==> config.mk <==
export PLATFORM = sky130hd
export DESIGN_NAME = text_stream_writer
export DESIGN_NICKNAME = d
export VERILOG_FILES = /design/src/rtl/text_stream_writer.sv
export SDC_FILE = /design/constraint.sdc
export NUM_CORES = 1
export LEC_CHECK = 0
export ABC_AREA = 1
export CORE_MARGIN = 5
export CORE_UTILIZATION = 49
export CTS_CLUSTER_SIZE = 20
export DETAILED_ROUTE_END_ITERATION = 7
export PLACE_DENSITY = 0.68
export SETUP_SLACK_MARGIN = 0.3
export SYNTH_ARGS = -nofsm -noshare
export SYNTH_HDL_FRONTEND = slang
export SYNTH_SLANG_ARGS = --single-unit
==> constraint.sdc <==
create_clock -name clock -period 2.7 [get_ports clock]
set_input_delay 0.405 -clock clock [delete_from_list [all_inputs] [get_ports clock]]
set_output_delay 0.405 -clock clock [all_outputs]
set_load 0.1 [all_outputs]
==> src/rtl/text_stream_writer.sv <==
// ----------------------------------------------------------------------------
// text_stream_writer
//
// Character-stream sequencer for the VGA text overlay. ASCII characters are
// buffered in a small FIFO and handed one at a time to the glyph typer through
// a start/finish handshake, while a row/column cursor tracks where the next
// glyph lands. Newline (0x0A) moves the cursor to the start of the next row
// without touching the typer. Cursor-set commands are taken only while idle.
//
// Build option: define TEXT_WRAP_EN to wrap the cursor to the next row after
// the last column. Without it the column saturates one past the last column
// and further printable characters are discarded until a newline or command.
//
// Ports:
//   clock, resetn                   clock, async active-low reset
//   cmd_valid/ready, cmd_row/col    cursor-set request (clamped to screen)
//   char_valid/ready, char_data     character push into the FIFO
//   typer_start/row/col/char        glyph launch to the typer (held until finish)
//   typer_finish                    glyph stored by the typer
//   busy                            not idle or characters still queued
//   fifo_level                      characters currently queued
//   chars_written                   glyphs completed since reset (wraps)
// ----------------------------------------------------------------------------
module text_stream_writer #(
    parameter int unsigned COLS       = 80,
    parameter int unsigned ROWS       = 60,
    parameter int unsigned FIFO_DEPTH = 16
) (
    input  logic                              clock,
    input  logic                              resetn,
    input  logic                              cmd_valid,
    output logic                              cmd_ready,
    input  logic [7:0]                        cmd_row,
    input  logic [7:0]                        cmd_col,
    input  logic                              char_valid,
    output logic                              char_ready,
    input  logic [7:0]                        char_data,
    output logic                              typer_start,
    output logic [7:0]                        typer_row,
    output logic [7:0]                        typer_col,
    output logic [7:0]                        typer_char,
    input  logic                              typer_finish,
    output logic                              busy,
    output logic [$clog2(FIFO_DEPTH+1)-1:0]   fifo_level,
    output logic [31:0]                       chars_written
);

    localparam int unsigned   PtrW    = $clog2(FIFO_DEPTH);
    localparam int unsigned   LvlW    = $clog2(FIFO_DEPTH + 1);
    localparam logic [LvlW-1:0] LvlFull = LvlW'(FIFO_DEPTH);
    localparam logic [7:0]    RowLast = 8'(ROWS - 1);
    localparam logic [7:0]    ColLast = 8'(COLS - 1);
`ifndef TEXT_WRAP_EN
    localparam logic [7:0]    ColEnd  = 8'(COLS);
`endif

    typedef enum logic [1:0] {StIdle, StIssue, StWait, StAdvance} state_e;

    state_e          state_q;
    logic [7:0]      row_q, col_q;
    logic [7:0]      mem_q [FIFO_DEPTH];
    logic [PtrW-1:0] wr_ptr_q, rd_ptr_q;
    logic [LvlW-1:0] level_q;

    logic       push, pop;
    logic [7:0] head;
    logic [7:0] row_inc;
    logic [7:0] cmd_row_clamped, cmd_col_clamped;
    logic       col_past_end;

    always_comb begin
        cmd_ready       = (state_q == StIdle);
        char_ready      = (level_q != LvlFull);
        push            = char_valid && char_ready;
        // A pending command has priority over popping in IDLE.
        pop             = (state_q == StIdle) && !cmd_valid && (level_q != '0);
        head            = mem_q[rd_ptr_q];
        busy            = (state_q != StIdle) || (level_q != '0);
        fifo_level      = level_q;
        row_inc         = (row_q == RowLast) ? 8'd0 : row_q + 8'd1;
        cmd_row_clamped = (cmd_row > RowLast) ? RowLast : cmd_row;
        cmd_col_clamped = (cmd_col > ColLast) ? ColLast : cmd_col;
`ifdef TEXT_WRAP_EN
        col_past_end    = 1'b0;
`else
        col_past_end    = (col_q == ColEnd);
`endif
    end

    // Character storage; contents need no reset since level_q gates reads.
    always_ff @(posedge clock) begin
        if (push) begin
            mem_q[wr_ptr_q] <= char_data;
        end
    end

    always_ff @(posedge clock or negedge resetn) begin
        if (!resetn) begin
            wr_ptr_q <= '0;
            rd_ptr_q <= '0;
            level_q  <= '0;
        end else begin
            if (push) begin
                wr_ptr_q <= wr_ptr_q + 1'b1;
            end
            if (pop) begin
                rd_ptr_q <= rd_ptr_q + 1'b1;
            end
            if (push && !pop) begin
                level_q <= level_q + 1'b1;
            end else if (pop && !push) begin
                level_q <= level_q - 1'b1;
            end
        end
    end

    always_ff @(posedge clock or negedge resetn) begin
        if (!resetn) begin
            state_q       <= StIdle;
            row_q         <= '0;
            col_q         <= '0;
            typer_start   <= 1'b0;
            typer_row     <= '0;
            typer_col     <= '0;
            typer_char    <= '0;
            chars_written <= '0;
        end else begin
            typer_start <= 1'b0;
            unique case (state_q)
                StIdle: begin
                    if (cmd_valid) begin
                        row_q <= cmd_row_clamped;
                        col_q <= cmd_col_clamped;
                    end else if (pop) begin
                        if (head == 8'h0A) begin
                            row_q <= row_inc;
                            col_q <= '0;
                        end else if (!col_past_end) begin
                            typer_row   <= row_q;
                            typer_col   <= col_q;
                            typer_char  <= head;
                            typer_start <= 1'b1;
                            state_q     <= StIssue;
                        end
                        // else: cursor past the end, character is dropped
                    end
                end
                StIssue: begin
                    state_q <= StWait;
                end
                StWait: begin
                    if (typer_finish) begin
                        chars_written <= chars_written + 32'd1;
                        state_q       <= StAdvance;
                    end
                end
                StAdvance: begin
`ifdef TEXT_WRAP_EN
                    if (col_q == ColLast) begin
                        col_q <= '0;
                        row_q <= row_inc;
                    end else begin
                        col_q <= col_q + 8'd1;
                    end
`else
                    // Saturates at COLS: a glyph is only issued while col < COLS.
                    col_q <= col_q + 8'd1;
`endif
                    state_q <= StIdle;
                end
                default: state_q <= StIdle;
            endcase
        end
    end

endmodule

### Yosys cells after proc, flatten, opt, wreduce, memory -nomap -nowiden

Memory sizes are Yosys's and may differ from the RTL's.
Cells that the tools add are included.

| word-level totals | value |
|---|---|
| bits in registers | 88 |
| RAM bits | 128 |
| input bits | 29 |
| output and inout port bits | 65 |
| logic and storage cells | 84 |
| memories | 1 |

Memory list:

| name | words | bits a word | read ports | clocked after Yosys merged registers in | wr ports | RTL line | RTL |
|---|---|---|---|---|---|---|---|
| mem_q | 16 | 8 | 1 | 0 | 1 | 61 | `logic [7:0] mem_q [FIFO_DEPTH];` |

| cells by class | value |
|---|---|
| add/subtract/negate cells | 7 |
| $lt $le $gt $ge | 2 |
| equality and inequality tests | 14 |
| mux-type cells | 25 |
| bitwise operators | 3 |
| reductions and logical operators | 21 |

Operator list:

| operator | number |
|---|---|
| 2-to-1 mux 8 bit | 9 |
| adder 32 x 1 -> 32 bit, second input constant | 1 |
| adder 8 x 1 -> 8 bit, second input constant | 2 |
| one-hot mux 8 bit (2 select lines) | 1 |
| 2-to-1 mux 2 bit | 5 |
| 2-to-1 mux 5 bit | 2 |
| AND reduction 5 bit | 2 |
| nonzero test 2 bit | 5 |
| adder 4 x 1 -> 4 bit, second input constant | 2 |
| == test 8 x 4 -> 1 bit, second input constant | 1 |
| == test 8 x 6 -> 1 bit, second input constant | 1 |
| == test 8 x 7 -> 1 bit, second input constant | 1 |
| > comparator 8 x 6 -> 1 bit, second input constant | 1 |
| > comparator 8 x 7 -> 1 bit, second input constant | 1 |
| inequality test 2 bit, second input constant | 4 |
| one-hot mux 2 bit (4 select lines) | 1 |
| 2-to-1 mux 1 bit | 7 |
| inequality test 3 x 2 -> 1 bit, second input constant | 2 |
| AND reduction 3 bit | 2 |
| adder 5 x 1 -> 5 bit, second input constant | 1 |
| logical AND 1 bit | 5 |
| inequality test 5 bit, second input constant | 1 |
| nonzero test 5 bit | 1 |
| subtractor 5 x 1 -> 5 bit, second input constant | 1 |
| other kinds (8) | 13 |

### Logic depth before layout (Yosys ltp)

Gate-level depths: netlist of the first run.

| depth | value |
|---|---|
| depth after elaboration | 6 |
| depth in mapped cells | 17 |
| gate-level depth less buffers | 15 |

### Worst setup path before layout of the first run

No wires, ideal clock.

| path | value |
|---|---|
| kind | register -> register |
| start | register level_q[0], in the netlist fifo_level[0] |
| end | register level_q[4], in the netlist fifo_level[4] |
| library setup time | 0.163 ns |
| data arrival time | 3.594 ns |
| data required time | 2.537 ns |
| slack | -1.057 ns |
| stages on the path, launching flop included | 14 |
| path buffers | 0 |
| period minus slack after synthesis | 3.757 ns |
| cells stage by stage | dfrtp_1 nor4_1 nand2_1 nand2_1 clkinv_1 ha_1 inv_1 ha_1 a21o_1 a21oi_1 nand2_1 nand2_1 nor2_1 xor2_1 |

| on the way | value |
|---|---|
| word-level cells in the longest chain between the ends | 5 |
| elaborated cells between the ends (all ways) | 13 |
| those cells by class | 2 x add/sub; 1 x eq/ne; 2 x mux; 8 x reduce/logical |

Ends and longest elaborated chain:

| what | RTL line | RTL |
|---|---|---|
| start: declaration | 63 | `logic [LvlW-1:0] level_q;` |
| start signal: assignment | 110 | `level_q <= level_q + 1'b1;` |
| start signal: assignment | 112 | `level_q <= level_q - 1'b1;` |
| inequality test 5 bit * | 73 | `char_ready = (level_q != LvlFull);` |
| via char_ready | 36 | `output logic char_ready,` |
| logical AND 1 bit * | 74 | `push = char_valid && char_ready;` |
| via push | 65 | `logic push, pop;` |
| logical NOT 1 bit | 111 | `end else if (pop && !push) begin` |
| logical AND 1 bit | 111 |  |
| nonzero test 2 bit (no source line) | -- |  |

The timed path passes the listed nets; every way through them passes the cells marked *. The select of a mux whose other input is x is not followed.
A chain may end at the register's enable or synchronous reset.

### Worst setup path after layout of the first run

| path | value |
|---|---|
| start | register level_q[2], in the netlist fifo_level[2] |
| end | register level_q[4], in the netlist fifo_level[4] |

| on the way | value |
|---|---|
| word-level cells in the longest chain between the ends | 5 |
| elaborated cells between the ends (all ways) | 13 |
| those cells by class | 2 x add/sub; 1 x eq/ne; 2 x mux; 8 x reduce/logical |

Ends and longest elaborated chain:

| what |
|---|
| parallel branches: the longest is 5 deep, another holds subtractor 5 x 1 -> 5 bit |

Several ways; the timed one is not identified. The select of a mux whose other input is x is not followed.

==> impl_results.md, run 1 <==
- Max-cap violations: 0
- Post-synth ARST share: 40.7%
- Startpoint types: flip-flop
- Clock Skews: 0.00829 ns
- Max transition margin: 46.4%
- Fmax: 424 MHz
- Final WS setup: 0.339 ns
- Remaining DRCs: 0
- Setup slack, reg-to-reg: 0.34 ns
- CP endpoint: fifo_level[4]
- Routed WL: 24,200 um
- Most frequent cells in the layout: nand2_1 (292), edfxtp_1 (128), buf_4 (121)
- I/O pins: 94
- Most common cell after layout, fill and taps aside: nand2_1
- Max VDD drop: 1060 uV
- Routed via count: 7,588
- Slew @ Worst Pin: 0.801 ns
- First-pass GRT wire length: 38,300 um
- Worst-path clk slew: 0.06 ns
- Lkg Pwr: 5.77 nW
- Clk sinks: 216
- Worst Setup End Kind: flip-flop
- Setup_tns: 0 ns
- HP Start: typer_row[0]
- Worst setup startpoint: fifo_level[2]
- Detailed placer's ending HPWL: 15,500 um
- Register area share after synthesis: 60.7%
- Reg2Reg Launch Point: fifo_level[2]
- Hold Path Class: flip-flop to flip-flop
- Layout Cells excl Fill: 1,474
- Syn. warnings: 0
- NumNets Final: 1,233
- Largest net degree at the start of global routing: 57
- Library cells used by synthesis: 39
- Initial antenna violation count: 0
- # diodes: 0
- Routed length per instance: 16.4 um
- Die Width: 153 um
- Total congestion overflow: 0
- Outcome: completed
- First DRT Iteration DRCs: 489
- Adder-cell share of the synthesized area: 2.34%
- Vias in the first global route: 7,351
- Share of cells above drive strength 1: 20.8%
- Number of port buffers: 93
- Post-synthesis xor/xnor area fraction: 3.87%
- Final hold viol count: 0
- Final Max Tran Viols: 0
- Simple-gate portion of the synthesized area: 22.2%
- Largest family of logic cells by synthesized area: simple AND/OR/NAND/NOR gates
- Area of the core: 0.0201 mm^2
- Antenna-violating nets left: 0
- FF-to-FF path depth: 13
- Count of final setup violators: 0
- Fin util: 63.3%
- Final worst path period need: 2.36 ns
- Root Driver: clkbuf_16
- Cells after Synth: 1,026
- Placed cell count: 1,399
- Power density over the cells: 1160 mW/mm^2
- R2r endpoint: fifo_level[4]
- Critical Path RT: 3.09 ns
- WS Path Type: flip-flop to flip-flop
- Routability-driven placement congestion ratio: 0.834
- Multiplexer share of the synthesized area: 0.113%
- H-tree Lvls: 1
- Total Routing Usage GR: 20.1%
- Initial Util: 49.5%
- Total die area: 0.0233 mm^2
- # fillers: 1,565
- Cell Area, Synth: 0.00996 mm^2
- Clock latency on the worst-skew pair: 0.51 ns
- Main synth FF type: edfxtp_1
- Chip Height: 153 um
- Total CTS buffers: 24
- Drt via density: 5.15
- Max Root-Sink Buffers: 3
- EDFF count, synth: 128
- DR pass1 iterations: 5
- Worst-path maximum fanout: 4
- Final worst-path cycle share: 87.4%
- Row cnt: 52
- Area added between synthesis and finish: 27.8%
- Setup slack at placement: 0.0990 ns
- Unrepaired setup endpoints after global routing: yes
- Synthesized Nets: 1,073
- Mean cell area of the mapped netlist: 9.71 um^2
- Compound-Gate Fraction of Synth Area: 3.89%
- Number of synthesized register bits: 216
- WP data arrival: 2.76 ns
- CTS tree: yes
-- area by class of cell --
class	count	area, um^2	share of cell area (%)
multi-input cells	649	3440	27.0
inverters	131	522	4.10
well taps	270	338	2.65
clock inverters	12	190	1.49
flip-flops and latches	216	6070	47.7
repair buffers	164	1450	11.4
clock buffers	32	712	5.59
-- timing repair --
action	in CTS	in global routing
hold buffers	1	0
endpoints found under the hold margin	54	0
buffers inserted	7	17
gates resized for setup	16	39
cloned	1	5
pin swaps	6	23
setup endpoints to repair	29	54
-- per-stage QoR --
stage / power (mW) / instance area (um^2) / hold slack (ns)
floorplan: 8.95 / 10100 / 0.109
global placement: 10.5 / 11300 / 0.465
detailed placement: 10.6 / 11300 / 0.471
CTS: 14.3 / 12400 / 0.485
global route: 15.6 / 12700 / 0.507
finish: 14.7 / 12700 / 0.483
-- worst min path at each step --
stage	slack (ns)	cells after the start	to
3_3_place_gp	0.46	1	chars_written[31]
4_1_cts	0.49	2	typer_row[0]
3_5_place_dp	0.47	2	typer_row[0]
5_1_grt	0.51	2	typer_row[0]
6_report	0.48	2	typer_row[0]
2_1_floorplan	0.11	0	chars_written[10]
-- sequential cells by signal, indices dropped and copies added (netlist names) --
signal / count
col_q: 8
typer_col: 8
rd_ptr_q: 4
typer_row: 8
fifo_level: 5
mem_q: 128
state_q: 2
wr_ptr_q: 4
typer_start: 1
row_q: 8
chars_written: 32
typer_char: 8
-- where the power goes --
group          switching [mW]  internal, mW
logic                    4.56          1.99
registers               0.434          4.13
clock network            1.29          2.32
-- per-layer routing --
layer	up-vias	track usage (%)	wire length, um
met1	3604	26.8	10300
met3	52	3.89	1470
met4	0	5.26	579
li1	3688	-	-
met2	244	33.9	11900
met5	-	0	0
-- kinds of logic after synthesis --
family | count (synthesis)
compound gates | 72
xor+xnor | 44
fa+ha+maj | 18
buf+inv | 162
flops | 216
mux | 1
simple gates | 513
-- critical path: stages (launching register included) --
cell and delay [ns]:
dfrtp_4 0.49, nor4_4 0.26, buf_4 0.18, nand2_4 0.07, nand2_4 0.06, ha_4 0.15, inv_4 0.05, fa_2 0.36
a21o_1 0.17, a21oi_2 0.16, nand2_1 0.07, nand2_1 0.05, nor2_1 0.04, xor2_1 0.13
-- synth_stat cells, types with 5 or more instances --
cell | instances | share of area (%)
a21oi_1 | 9 | 0.45
buf_2 | 18 | 0.90
buf_6 | 5 | 0.57
clkinv_1 | 5 | 0.19
dfrtp_1 | 88 | 22
edfxtp_1 | 128 | 39
ha_1 | 17 | 2.1
inv_1 | 122 | 4.6
nand2_1 | 303 | 11
nand3_1 | 98 | 4.9
nand4_1 | 22 | 1.4
nor2_1 | 58 | 2.2
nor3_1 | 11 | 0.55
nor4_1 | 5 | 0.31
o211ai_1 | 5 | 0.38
o21ai_0 | 25 | 1.3
o21ai_1 | 26 | 1.3
xnor2_1 | 9 | 0.79
xor2_1 | 35 | 3.1
No activity file was read; power rests on OpenSTA's default activity.
==> run 2: changes to the inputs <==
--- a/config.mk
+++ b/config.mk
@@ -8,6 +8,7 @@
 export ABC_AREA = 1
 export CORE_MARGIN = 5
 export CORE_UTILIZATION = 49
+export CTS_CLUSTER_DIAMETER = 100
 export CTS_CLUSTER_SIZE = 20
 export DETAILED_ROUTE_END_ITERATION = 7
 export PLACE_DENSITY = 0.68
==> run 2 against run 1 <==
Net effect:
- via count is 3.5% lower
- design area is 4.9% lower
- final cell count is 2.0% lower
- die area stayed put
- core utilization is 3.1 points lower
- global-route usage is 0.62 points lower
- combinational power is 4.3% lower
- non-clock buffer count is 9 lower
- first-iteration DRC count is 4.5% lower
- routed wire length is 5.5% lower
- clock-buffer cell count is 9 lower
- critical path depth is 1 higher
- critical endpoint unchanged
==> impl_results.md, run 2 (same netlist as run 1, synthesis figures left out) <==
- Count of final setup violators: 0
- Routed via count: 7,321
- Largest net degree at the start of global routing: 57
- Multi-input logic area: 0.00342 mm^2
- Clock Skews: 0.0166 ns
- Worst path cell trace: nor4_4 -> buf_4 -> nand2_4 -> nand2_4 -> clkinv_4 -> ha_4 -> inv_4 -> ha_4 -> a21o_1 -> a21oi_2 -> nand2_1 -> nand2_1 -> nor2_1 -> xor2_1
- Fmax: 422 MHz
- Detailed placer's ending HPWL: 15,500 um
- Vias in the first global route: 7,115
- Worst-path clk slew: 0.09 ns
- Root Driver: clkbuf_16
- Area added between synthesis and finish: 21.6%
- Setup slack at placement: 0.0990 ns
- Max VDD drop: 946 uV
- First DRT Iteration DRCs: 467
- Number of port buffers: 93
- Design Power: 13.0 mW
- CP top delay family: simple AND/OR/NAND/NOR gates
- Final worst-path cycle share: 87.7%
- Final hold viol count: 0
- DR pass1 iterations: 6
- Clk sinks: 216
- Unrepaired setup endpoints after global routing: yes
- # fillers: 1,646
- Die Width: 153 um
- Routed length per instance: 15.9 um
- # diodes: 0
- Hold Path Class: flip-flop to flip-flop
- WP data arrival: 2.73 ns
- Post-route cell area: 0.0121 mm^2
- Worst Setup End Kind: flip-flop
- WP buf/inv: 3
- Most common cell after layout, fill and taps aside: nand2_1
- Most flops, register: mem_q
- Post-Place Cell Area: 0.0113 mm^2
- Largest regs: mem_q (128), chars_written (32)
- I/O pins: 94
- Initial antenna violation count: 0
- Startpoint types: flip-flop
- Most frequent cells in the layout: nand2_1 (295), edfxtp_1 (128), inv_1 (121)
- Outcome: completed
- Lkg Pwr: 5.46 nW
- Routability-driven placement congestion ratio: 0.834
- Final Max Tran Viols: 0
- WS Path Type: flip-flop to flip-flop
- Share of cells above drive strength 1: 17.4%
- Final WS setup: 0.331 ns
- Max Root-Sink Buffers: 3
- Max transition margin: 48.6%
- Worst-path maximum fanout: 4
- Total Routing Usage GR: 19.5%
- Initial Util: 49.5%
- Total CTS buffers: 14
- Power density over the cells: 1070 mW/mm^2
- Crit path max-delay cell type: dfrtp_4
- Total die area: 0.0233 mm^2
- Setup_tns: 0 ns
- Max FFs per register: 128
- Fin util: 60.2%
- Antenna-violating nets left: 0
- Final worst path period need: 2.37 ns
- Critical Path RT: 3.07 ns
- Slew @ Worst Pin: 0.769 ns
- Register Area: 0.00607 mm^2
- NumNets Final: 1,214
- Remaining DRCs: 0
- Row cnt: 52
- Chip Height: 153 um
- H-tree Lvls: 1
- CTS tree: yes
- Slowest stage delay, CP: 0.50 ns
- Routed WL: 22,900 um
- Max-cap violations: 0
- First-pass GRT wire length: 37,300 um
- Drt via density: 5.07
- Clock latency on the worst-skew pair: 0.48 ns
- Area of the core: 0.0201 mm^2
- Total congestion overflow: 0
## run 2: report_power, final
| part | total, mW | leakage, nW | switching (mW) | internal, mW |
|---|---|---|---|---|
| Sequential | 4.54 | 2.25 | 0.426 | 4.12 |
| Combinational | 6.27 | 3.00 | 4.43 | 1.84 |
| Clock | 2.19 | 0.208 | 1.06 | 1.13 |
| Total | 13.0 | 5.46 | 5.92 | 7.10 |
## run 2: timing repair
item                       in CTS  in global routing
setup endpoints to repair      29                 53
hold buffers                    1                  0
gates resized for setup         8                 30
setup buffers                   5                 15
pin swaps                       4                 16
hold endpoints to repair        8                  0
gates cloned                    1                  0
## run 2: routing by layer
metal,wire [um],track usage [%]
met3,1010,2.78
met5,0,0
met4,384,4.50
met2,11200,32.6
met1,10300,27.2
## run 2: cell type report
| class | instances | area share (%) |
|---|---|---|
| Sequential cell | 216 | 50.1 |
| Multi-Input combinational cell | 649 | 28.2 |
| Timing Repair Buffer | 155 | 11.0 |
| Inverter | 131 | 4.21 |
| Clock buffer | 23 | 3.35 |
| Tap cell | 270 | 2.79 |
| Clock inverter | 1 | 0.248 |
## run 2: path summary, 6_finish.rpt
| path | start | to | slack (ns) | cells past startpoint |
|---|---|---|---|---|
| max | fifo_level[2] | fifo_level[4] | 0.33 | 14 |
| min | typer_row[0] | typer_row[0] | 0.49 | 2 |
| max reg2reg | fifo_level[2] | fifo_level[4] | 0.33 | 14 |
| min reg2reg | typer_row[0] | typer_row[0] | 0.49 | 2 |
| max in group asynchronous | resetn | rd_ptr_q[0] | 1.47 | 3 |
| min in group asynchronous | resetn | typer_row[1] | 0.51 | 2 |
## run 2: worst reg2reg max path, stage by stage, from the launching register on
cell,delay [ns]
dfrtp_4,0.50
nor4_4,0.32
buf_4,0.17
nand2_4,0.05
nand2_4,0.07
clkinv_4,0.06
ha_4,0.17
inv_4,0.08
ha_4,0.21
a21o_1,0.18
a21oi_2,0.15
nand2_1,0.07
nand2_1,0.05
nor2_1,0.04
xor2_1,0.13
## run 2: per-stage QoR
stage                     hold slack [ns]  instances
final                               0.491       1445
after global routing                0.515       1445
after CTS                           0.491       1430
after global placement              0.465       1399
after detailed placement            0.471       1399
after floorplan                     0.109       1026
